--- src/rtl/pll_reset_seq.sv ---
// Reset/lock sequencer for the reference-clocked PLL wrapper.
// Pulses the PLL reset, waits for a synchronised lock that stays up for
// LOCK_STABLE cycles, then releases the system reset. Lock loss, lock
// timeout or soft_reset send the sequencer back to re-pulse the PLL.
// dbg_state exposes the FSM state (0 reset, 1 wait-lock, 2 stable, 3 run).
module pll_reset_seq #(
  parameter int SYNC_STAGES  = 2,
  parameter int RST_CYCLES   = 16,
  parameter int LOCK_STABLE  = 1024,
  parameter int LOCK_TIMEOUT = 50000
) (
  input  logic       refclk,
  input  logic       rst_n,
  input  logic       soft_reset,
  input  logic       locked,
  output logic       pll_rst,
  output logic       ready,
  output logic       sys_rst,
  output logic [7:0] relock_count,
  output logic       timeout_err,
  output logic [1:0] dbg_state
);

  localparam int MAX_AB = (RST_CYCLES > LOCK_STABLE) ? RST_CYCLES : LOCK_STABLE;
  localparam int MAX_C  = (MAX_AB > LOCK_TIMEOUT) ? MAX_AB : LOCK_TIMEOUT;
  localparam int CW     = $clog2(MAX_C + 1);

  localparam logic [CW-1:0] RST_LAST     = CW'(RST_CYCLES - 1);
  localparam logic [CW-1:0] STABLE_LAST  = CW'(LOCK_STABLE - 1);
  localparam logic [CW-1:0] TIMEOUT_LAST = CW'(LOCK_TIMEOUT - 1);

  localparam logic [1:0] S_RESET     = 2'd0;
  localparam logic [1:0] S_WAIT_LOCK = 2'd1;
  localparam logic [1:0] S_STABLE    = 2'd2;
  localparam logic [1:0] S_RUN       = 2'd3;

  logic [SYNC_STAGES-1:0] sync_q;
  logic                   lk_s;
  logic [1:0]             state_q, state_d;
  logic [CW-1:0]          cnt_q, cnt_d;
  logic [7:0]             relock_q, relock_d;
  logic                   tout_q, tout_d;
  logic                   pll_rst_q, ready_q, sys_rst_q;

  assign lk_s = sync_q[SYNC_STAGES-1];

  // Bring the asynchronous PLL lock into the refclk domain.
  always_ff @(posedge refclk or negedge rst_n) begin
    if (!rst_n) sync_q <= '0;
    else        sync_q <= {sync_q[SYNC_STAGES-2:0], locked};
  end

  // Next-state logic; soft_reset is checked first in every state so it
  // wins over lock loss and over timeout on the same cycle.
  always_comb begin
    state_d  = state_q;
    cnt_d    = cnt_q + 1'b1;
    relock_d = relock_q;
    tout_d   = tout_q;
    case (state_q)
      S_RESET: begin
        if (soft_reset)             cnt_d   = '0;
        else if (cnt_q == RST_LAST) state_d = S_WAIT_LOCK;
      end
      S_WAIT_LOCK: begin
        if (soft_reset)                 state_d = S_RESET;
        else if (lk_s)                  state_d = S_STABLE;
        else if (cnt_q == TIMEOUT_LAST) begin
          state_d = S_RESET;
          tout_d  = 1'b1;
        end
      end
      S_STABLE: begin
        if (soft_reset)                state_d = S_RESET;
        else if (!lk_s)                state_d = S_WAIT_LOCK;
        else if (cnt_q == STABLE_LAST) state_d = S_RUN;
      end
      default: begin
        cnt_d = '0;
        if (soft_reset) state_d = S_RESET;
        else if (!lk_s) begin
          state_d = S_RESET;
          if (relock_q != 8'hFF) relock_d = relock_q + 8'd1;
        end
      end
    endcase
    if (state_d != state_q) cnt_d = '0;
  end

  // State, counter, statistics and registered outputs decoded from next state.
  always_ff @(posedge refclk or negedge rst_n) begin
    if (!rst_n) begin
      state_q   <= S_RESET;
      cnt_q     <= '0;
      relock_q  <= 8'd0;
      tout_q    <= 1'b0;
      pll_rst_q <= 1'b1;
      ready_q   <= 1'b0;
      sys_rst_q <= 1'b1;
    end else begin
      state_q   <= state_d;
      cnt_q     <= cnt_d;
      relock_q  <= relock_d;
      tout_q    <= tout_d;
      pll_rst_q <= (state_d == S_RESET);
      ready_q   <= (state_d == S_RUN);
      sys_rst_q <= (state_d != S_RUN);
    end
  end

  assign pll_rst      = pll_rst_q;
  assign ready        = ready_q;
  assign sys_rst      = sys_rst_q;
  assign relock_count = relock_q;
  assign timeout_err  = tout_q;
  assign dbg_state    = state_q;

endmodule
--- config.mk ---
export PLATFORM = sky130hd
export DESIGN_NAME = pll_reset_seq
export DESIGN_NICKNAME = d
export VERILOG_FILES = /design/src/rtl/pll_reset_seq.sv
export SDC_FILE = /design/constraint.sdc
export NUM_CORES = 1
export LEC_CHECK = 0
export CORE_UTILIZATION = 61
export DETAILED_ROUTE_END_ITERATION = 10
export GPL_ROUTABILITY_DRIVEN = 0
export PLACE_DENSITY = 0.84
export SLEW_MARGIN = 20
export SYNTH_ARGS = -nofsm -noshare
export SYNTH_HDL_FRONTEND = slang
export SYNTH_SLANG_ARGS = --single-unit
--- constraint.sdc ---
create_clock -name refclk -period 4.9 [get_ports refclk]
set_input_delay 0.735 -clock refclk [delete_from_list [all_inputs] [get_ports refclk]]
set_output_delay 0.735 -clock refclk [all_outputs]
set_load 0.01 [all_outputs]
Word-level counts from Yosys, hierarchy flattened
Index checks and enable logic that the tools add are counted.
Storage, ports and cells
  register bits after elaboration: 32
  input bits: 4
  output and inout bits: 14
Cells by class
  muxes and demuxes: 14
  reduce and logical (&&, ||, !) cells: 6
  bitwise operators: 3
  eq/ne operators: 9
  $add $sub $neg: 2
Operator list (count)
  16-bit two-way mux: 2
  16-bit case mux with 2 select lines: 1
  2-bit two-way mux: 10
  16-bit by 1-bit adder with 16-bit output (second input constant): 1
  16-bit by 10-bit equality test with 1-bit output (second input constant): 1
  16-bit equality test (second input constant): 1
  16-bit by 4-bit equality test with 1-bit output (second input constant): 1
  8-bit by 1-bit adder with 8-bit output (second input constant): 1
  8-bit inequality test (second input constant): 1
  4-bit AND reduction: 2
  2-bit case mux with 3 select lines: 1
  2-bit equality test (second input constant): 2
  2-bit zero test: 2
  1-bit inverter: 3
  3-bit OR reduction: 1
  2-bit by 1-bit equality test with 1-bit output (second input constant): 1
  2-bit inequality test: 1
  2-bit inequality test (second input constant): 1
  2-bit OR reduction: 1

Depth between registers and ports, before layout
Gate-level depths: netlist (run 1).
  depth in word-level cells: 7
  mapped depth: 8

Worst setup path before layout (run 1)
No wires, ideal clock.
  path type: register to register
  start point: register cnt_q[10]
  end point: register cnt_q[10]
  arrival time: 2001 ps
  setup slack: 2778 ps
  clock period less this slack: 2122 ps
  cell stages (with the launch flop): 7
  library setup time: 121 ps
  path through: dfrtp_1 > or4_4 > nor3_4 > a21oi_2 > o32ai_4 > buf_8 > nor3_2
Between the ends
  longest elaborated chain between the ends: 7
  elaborated cells between the ends (all ways): 17
RTL lines
  from (decl): RTL line 40  | logic [CW-1:0] cnt_q, cnt_d;
  from (signal assigned): RTL line 102  | cnt_q <= cnt_d;
  branches (longest 6 deep; another with 16-bit by 1-bit adder with 16-bit output)
  16-bit two-way mux *: RTL line 87  | if (state_d != state_q) cnt_d = '0;
  named net cnt_d[10]: RTL line 40
Mark *: on every way through the listed nets, which the timed path passes.
A chain may end at the register's enable or synchronous reset.

Worst setup path in the final report (run 1)
  start point: register cnt_q[10]
  end point: register cnt_q[4]
Between the ends
  longest elaborated chain between the ends: 7
  elaborated cells between the ends (all ways): 14
RTL lines
  16-bit by 10-bit equality test with 1-bit output or 16-bit equality test (tied branches): RTL line 76, 68
  2-bit two-way mux (on tied branches): RTL line 76, 68
  2-bit two-way mux (on tied branches): RTL line 75, 67
  2-bit two-way mux (on tied branches): RTL line 74, 66
  2-bit case mux with 3 select lines *: RTL line 60  | case (state_q)
  2-bit inequality test *: RTL line 87
  16-bit two-way mux *: RTL line 87
  named net cnt_d[4]: RTL line 40
The timed path passes the listed nets; every way through them passes the cells marked *.

==> results of run 1 <==
==> how the worst max path moves through the flow <==
stage | to | cells past startpoint | start | slack [ns]
floorplan | cnt_q[10]$_DFF_PN0_ | 6 | cnt_q[10]$_DFF_PN0_ | 2.78
global placement | cnt_q[3]$_DFF_PN0_ | 5 | soft_reset | 2.17
detailed placement | cnt_q[4]$_DFF_PN0_ | 5 | soft_reset | 2.08
CTS | cnt_q[4]$_DFF_PN0_ | 5 | cnt_q[10]$_DFF_PN0_ | 2.31
global route | cnt_q[4]$_DFF_PN0_ | 5 | cnt_q[10]$_DFF_PN0_ | 2.17
finish | cnt_q[4]$_DFF_PN0_ | 5 | cnt_q[10]$_DFF_PN0_ | 2.29
==> cells in the mapped netlist (2+ instances only) <==
master / number
a21oi_1: 3
dfstp_2: 2
dfrtp_1: 30
nor3_1: 12
xor2_1: 14
nand2_1: 24
xnor2_1: 7
inv_1: 8
ha_1: 6
nor4_1: 4
nor2_1: 12
nand4_1: 7
nor3_2: 10
o21ai_0: 2
a31oi_1: 2
nand3_1: 6
==> flip-flops by register name (all words and copies together) (netlist names) <==
signal        cells
pll_rst           1
dbg_state         2
timeout_err       1
cnt_q            16
sync_q            2
ready             1
relock_count      8
sys_rst           1
==> where the power goes <==
group / switching [mW] / internal [mW]
clock: 0.0880 / 0.0812
sequential: 0.00278 / 0.267
combinational: 0.0121 / 0.00603
total: 0.103 / 0.354
==> layout make-up <==
type | instances | area [um^2]
clock buffers | 7 | 65.1
well taps | 31 | 38.8
inverters | 8 | 30.0
flip-flops and latches | 32 | 803
fillers | 214 | 706
multi-input cells | 137 | 985
repair buffers | 18 | 178
==> cell families after synthesis <==
| logic type | Yosys count | share of synthesized area |
|---|---|---|
| multiplexers | 1 | 0.00609 |
| buffers and inverters | 11 | 0.0332 |
| adder cells (fa/ha/maj) | 6 | 0.0406 |
| flip-flops | 32 | 0.434 |
| AND/OR/NAND/NOR | 89 | 0.284 |
| XOR/XNOR | 21 | 0.0995 |
| AO/OA/AOI/OAI | 20 | 0.102 |
==> routing by layer <==
layer	track usage	up-vias	part of all wire
met5	0	-	0
li1	-	686	-
met3	0.0590	10	0.038
met2	0.429	29	0.50
met1	0.324	688	0.45
met4	0.150	0	0.018
==> metrics by stage <==
stage          instances   util  hold slack (ns)  instance area (um^2)
3_5_place_dp         226  0.725            0.339                  2030
5_1_grt              233  0.748            0.385                  2100
2_1_floorplan        180      -            0.331                  1850
4_1_cts              233  0.748            0.360                  2100
6_report             233  0.748            0.357                  2100
3_3_place_gp         226  0.725            0.336                  2030
==> critical path, cell delays in order, from the launching register on <==
cell     delay [ns]
dfrtp_1        0.45
or4_4          0.59
nor3_4         0.33
a21oi_2        0.14
o32ai_4        0.78
nor3_1         0.15
==> metrics.txt, run 1 <==
top cells by area, synth dfrtp_1 (41%), xor2_1 (6.6%), nor3_2 (5.4%), nand2_1 (4.9%), ha_1 (4.1%); post-route ant nets 0; CTS Buffer Depth 2; post-synth top area cell dfrtp_1; DP Worst Slack 2.08 ns; Routed wire per std cell 16.0 um; Final period util 0.532; Final Slew Violations 0; TritonCTS Sinks 32; TNS Setup 0 ns; H-Tree Depth 2; Synth top area share 0.406; Syn Inst Count 180; RSZ-0062 raised after global routing false; Post-synth ARST share 1.00; most common cell after layout, fill and taps aside dfrtp_1; Setup-failing EPs final 0; IO Count 18; Critical Path Source Type register; Hold Path Depth 0; RR Startpoint cnt_q[10]$_DFF_PN0_; CTS tree built; final worst setup slack 2.29 ns; Global Route Usage Sum 0.263; Skew-Pair Late Insertion Delay 0.35 ns; worst r2r dst cnt_q[4]$_DFF_PN0_; DRC violations left 2; CTS Buf Count 5; Critical Path RT 5.08 ns; number of max-cap violations 0; post-synth design cell area 0.00185 mm^2; total congestion overflow 0; Hold Crit Class register to register; initial antenna violation count 0; Max Clock Skew 0.0131 ns; Layout Nets 212; initial core utilization 0.659; Post-Route WL 3.73 mm; Period minus WS final 2.61 ns; post-CTS sizing 0; num rows 19; clk root buf clkbuf_4; die width 57.1 um; total power 0.457 mW; dpl hpwl 2.59 mm; Leak 0.967 nW; Worst-Margin Slew 0.998 ns; Setup Crit Path Kind register to register; Reg clk slew, reported paths 0.10 ns; EDFF count, synth 0; Syn Nets 190; FF-to-FF path depth 5; postcts setup bufs 0; Critical Path Fanout Max 16; sequential share of the synthesized area 0.434; post-synthesis register bit count 32; Crit. End Element register; main flop type after synthesis dfrtp_1; Fin. Hold Viols 0; Relative slew margins 0.332; Die Y 57.1 um; largest net degree at the start of global routing 33; vias per inst 6.06; core area 0.00281 mm^2; I/O Buffers 17; YS warnings 0; power per cell area 218 mW/mm^2; initial drt markers 91; fmax 0.383 GHz; commonest non-fill, non-tap cells in the layout dfrtp_1 (30), nand2_1 (24), clkdlybuf4s50_1 (17); Synth cell types 47; Worst EP arrival 2.79 ns; share of cells above drive strength 1 0.173; violated checks design-rule violations; Die ar. 0.00326 mm^2; via count 1413; Worst VDD drop 0.192 mV; hold buffer count at cts 0; HP Start sync_q[0]$_DFF_PN0_; number of global-route vias before repair 1383; Post-Syn Area per Cell 10.3 um^2; status finished with violations; DR pass1 iterations 8; Hold Path End sync_q[1]$_DFF_PN0_; first-pass GRT wire length 6.31 mm; P&R area growth vs syn 13.5%; Ant. Diodes 0; r2r setup slk 2.29 ns
(Power assumes the default switching activity.)
==> run 2, diff against run 1 <==
--- a/config.mk
+++ b/config.mk
@@ -5,10 +5,10 @@
 export SDC_FILE = /design/constraint.sdc
 export NUM_CORES = 1
 export LEC_CHECK = 0
-export CORE_UTILIZATION = 61
+export CORE_UTILIZATION = 56
 export DETAILED_ROUTE_END_ITERATION = 10
 export GPL_ROUTABILITY_DRIVEN = 0
-export PLACE_DENSITY = 0.84
+export PLACE_DENSITY = 0.78
 export SLEW_MARGIN = 20
 export SYNTH_ARGS = -nofsm -noshare
 export SYNTH_HDL_FRONTEND = slang
==> constraint.sdc (replaced) <==
create_clock -name refclk -period 2.48 [get_ports refclk]
set_input_delay 0.372 -clock refclk [delete_from_list [all_inputs] [get_ports refclk]]
set_output_delay 0.372 -clock refclk [all_outputs]
set_load 0.01 [all_outputs]
==> run 2 against run 1 <==
Compared with the run above:
- the run now ends clean
- critical path type unchanged
- worst hold slack improved by 0.0030 ns
- combinational power is 100% higher
- largest power group unchanged
- sequential power grew 97%
- routed wire length fell by 3.7%
==> metrics.txt, run 2 (same netlist as run 1, synthesis figures left out) <==
multi-input logic area 985 um^2; most common cell after layout, fill and taps aside dfrtp_1; Final period util 0.891; RR Startpoint cnt_q[10]$_DFF_PN0_; CTS Buf Count 5; Leak 1.01 nW; DP Worst Slack 0.214 ns; core area 0.00310 mm^2; Ant. Diodes 0; largest net degree at the start of global routing 33; Worst-Margin Slew 0.445 ns; I/O Buffers 17; max reg flops 16; FILL cells 239; Setup-failing EPs final 0; Layout Nets 216; combinational power share 0.036; P&R area growth vs syn 19.0%; Relative slew margins 0.701; DRC violations left 0; Reg area 803 um^2; switching share of power 0.200; Hold Path Depth 0; number of max-cap violations 0; Final Slew Violations 0; hold buffer count at cts 0; Worst EP arrival 2.43 ns; initial drt markers 81; Core Util, Final 0.709; number of global-route vias before repair 1382; Flop pwr share 0.528; num rows 20; CTS tree built; Skew-Pair Late Insertion Delay 0.33 ns; TNS Setup 0 ns; RSZ-0062 raised after global routing false; status finished, final reports clean; final worst setup slack 0.270 ns; Die Y 59.5 um; Reg clk slew, reported paths 0.09 ns; DR pass1 iterations 4; total congestion overflow 0; post-route ant nets 0; Die ar. 0.00354 mm^2; Critical Path RT 2.70 ns; share of cells above drive strength 1 0.193; Max Clock Skew 0.00425 ns; Setup Crit Path Kind register to register; Worst VDD drop 0.346 mV; Routed wire per std cell 14.3 um; via count 1390; Hold Crit Class register to register; clk root buf clkbuf_4; Critical Path Start cnt_q[10]$_DFF_PN0_; fmax 0.452 GHz; sw power 0.202 mW; Fin. Hold Viols 0; Pint 0.808 mW; vias per inst 5.54; Top reg by flops cnt_q; Hold Slack 0.360 ns; HP Start sync_q[0]$_DFF_PN0_; first-pass GRT wire length 6.20 mm; worst r2r dst cnt_q[15]$_DFF_PN0_; dpl hpwl 2.55 mm; TritonCTS Sinks 32; initial core utilization 0.596; initial antenna violation count 0; r2r setup slk 0.27 ns; die width 59.5 um; Period minus WS final 2.21 ns; Post-Route WL 3.60 mm; commonest non-fill, non-tap cells in the layout dfrtp_1 (30), nand2_1 (24), clkdlybuf4s50_1 (17); IO Count 18; power per cell area 459 mW/mm^2; Global Route Usage Sum 0.243; Critical Path Fanout Max 16; CTS Buffer Depth 2; Setup crit end cnt_q[15]$_DFF_PN0_; FF-to-FF path depth 6; postcts setup bufs 0; Crit. End Element register; H-Tree Depth 2; Critical Path Source Type register; post-CTS sizing 0; clock network power share 0.436
[run 2: worst max-delay path, cell delays in order, from the launching register on]
cell and delay, ns:
dfrtp_1 0.44, or4_4 0.59, nor4_2 0.45, o31ai_1 0.18
o32ai_4 0.17, buf_12 0.20, nor3_1 0.07
[run 2: power groups by stage]
stage	registers (mW)	logic, mW	clock network [mW]
2_1_floorplan	0.542	0.0149	0
3_3_place_gp	0.542	0.0346	0
3_5_place_dp	0.543	0.0371	0
4_1_cts	0.533	0.0374	0.453
5_1_grt	0.534	0.0429	0.468
6_report	0.533	0.0364	0.440
[run 2: metal layers]
metal  up-vias  wire (um)  global-route usage
li1        685          -                   -
met5         -          0                   0
met1       665       1610               0.312
met4         0         89               0.109
met2        30       1770               0.387
met3        10        126              0.0611
[run 2: final cells by class]
| cell class | instances | area share |
|---|---|---|
| clock buffer | 7 | 0.0296 |
| clock inverter | 1 | 0.0136 |
| inverter | 8 | 0.0136 |
| multi-input combinational | 137 | 0.447 |
| sequential | 32 | 0.365 |
| tap | 44 | 0.0250 |
| timing repair buffer | 22 | 0.106 |
[run 2: worst min-delay path by stage]
stage / endpoint
floorplan: cnt_q[0]$_DFF_PN0_
global placement: sync_q[1]$_DFF_PN0_
detailed placement: sync_q[1]$_DFF_PN0_
CTS: sync_q[1]$_DFF_PN0_
global route: sync_q[1]$_DFF_PN0_
finish: sync_q[1]$_DFF_PN0_
[run 2: stage by stage]
stage	total power [mW]	area (um^2)	instances
after detailed placement	0.580	2110	243
after global placement	0.577	2110	243
after CTS	1.02	2200	251
after floorplan	0.556	1850	180
after global routing	1.04	2200	251
final	1.01	2200	251
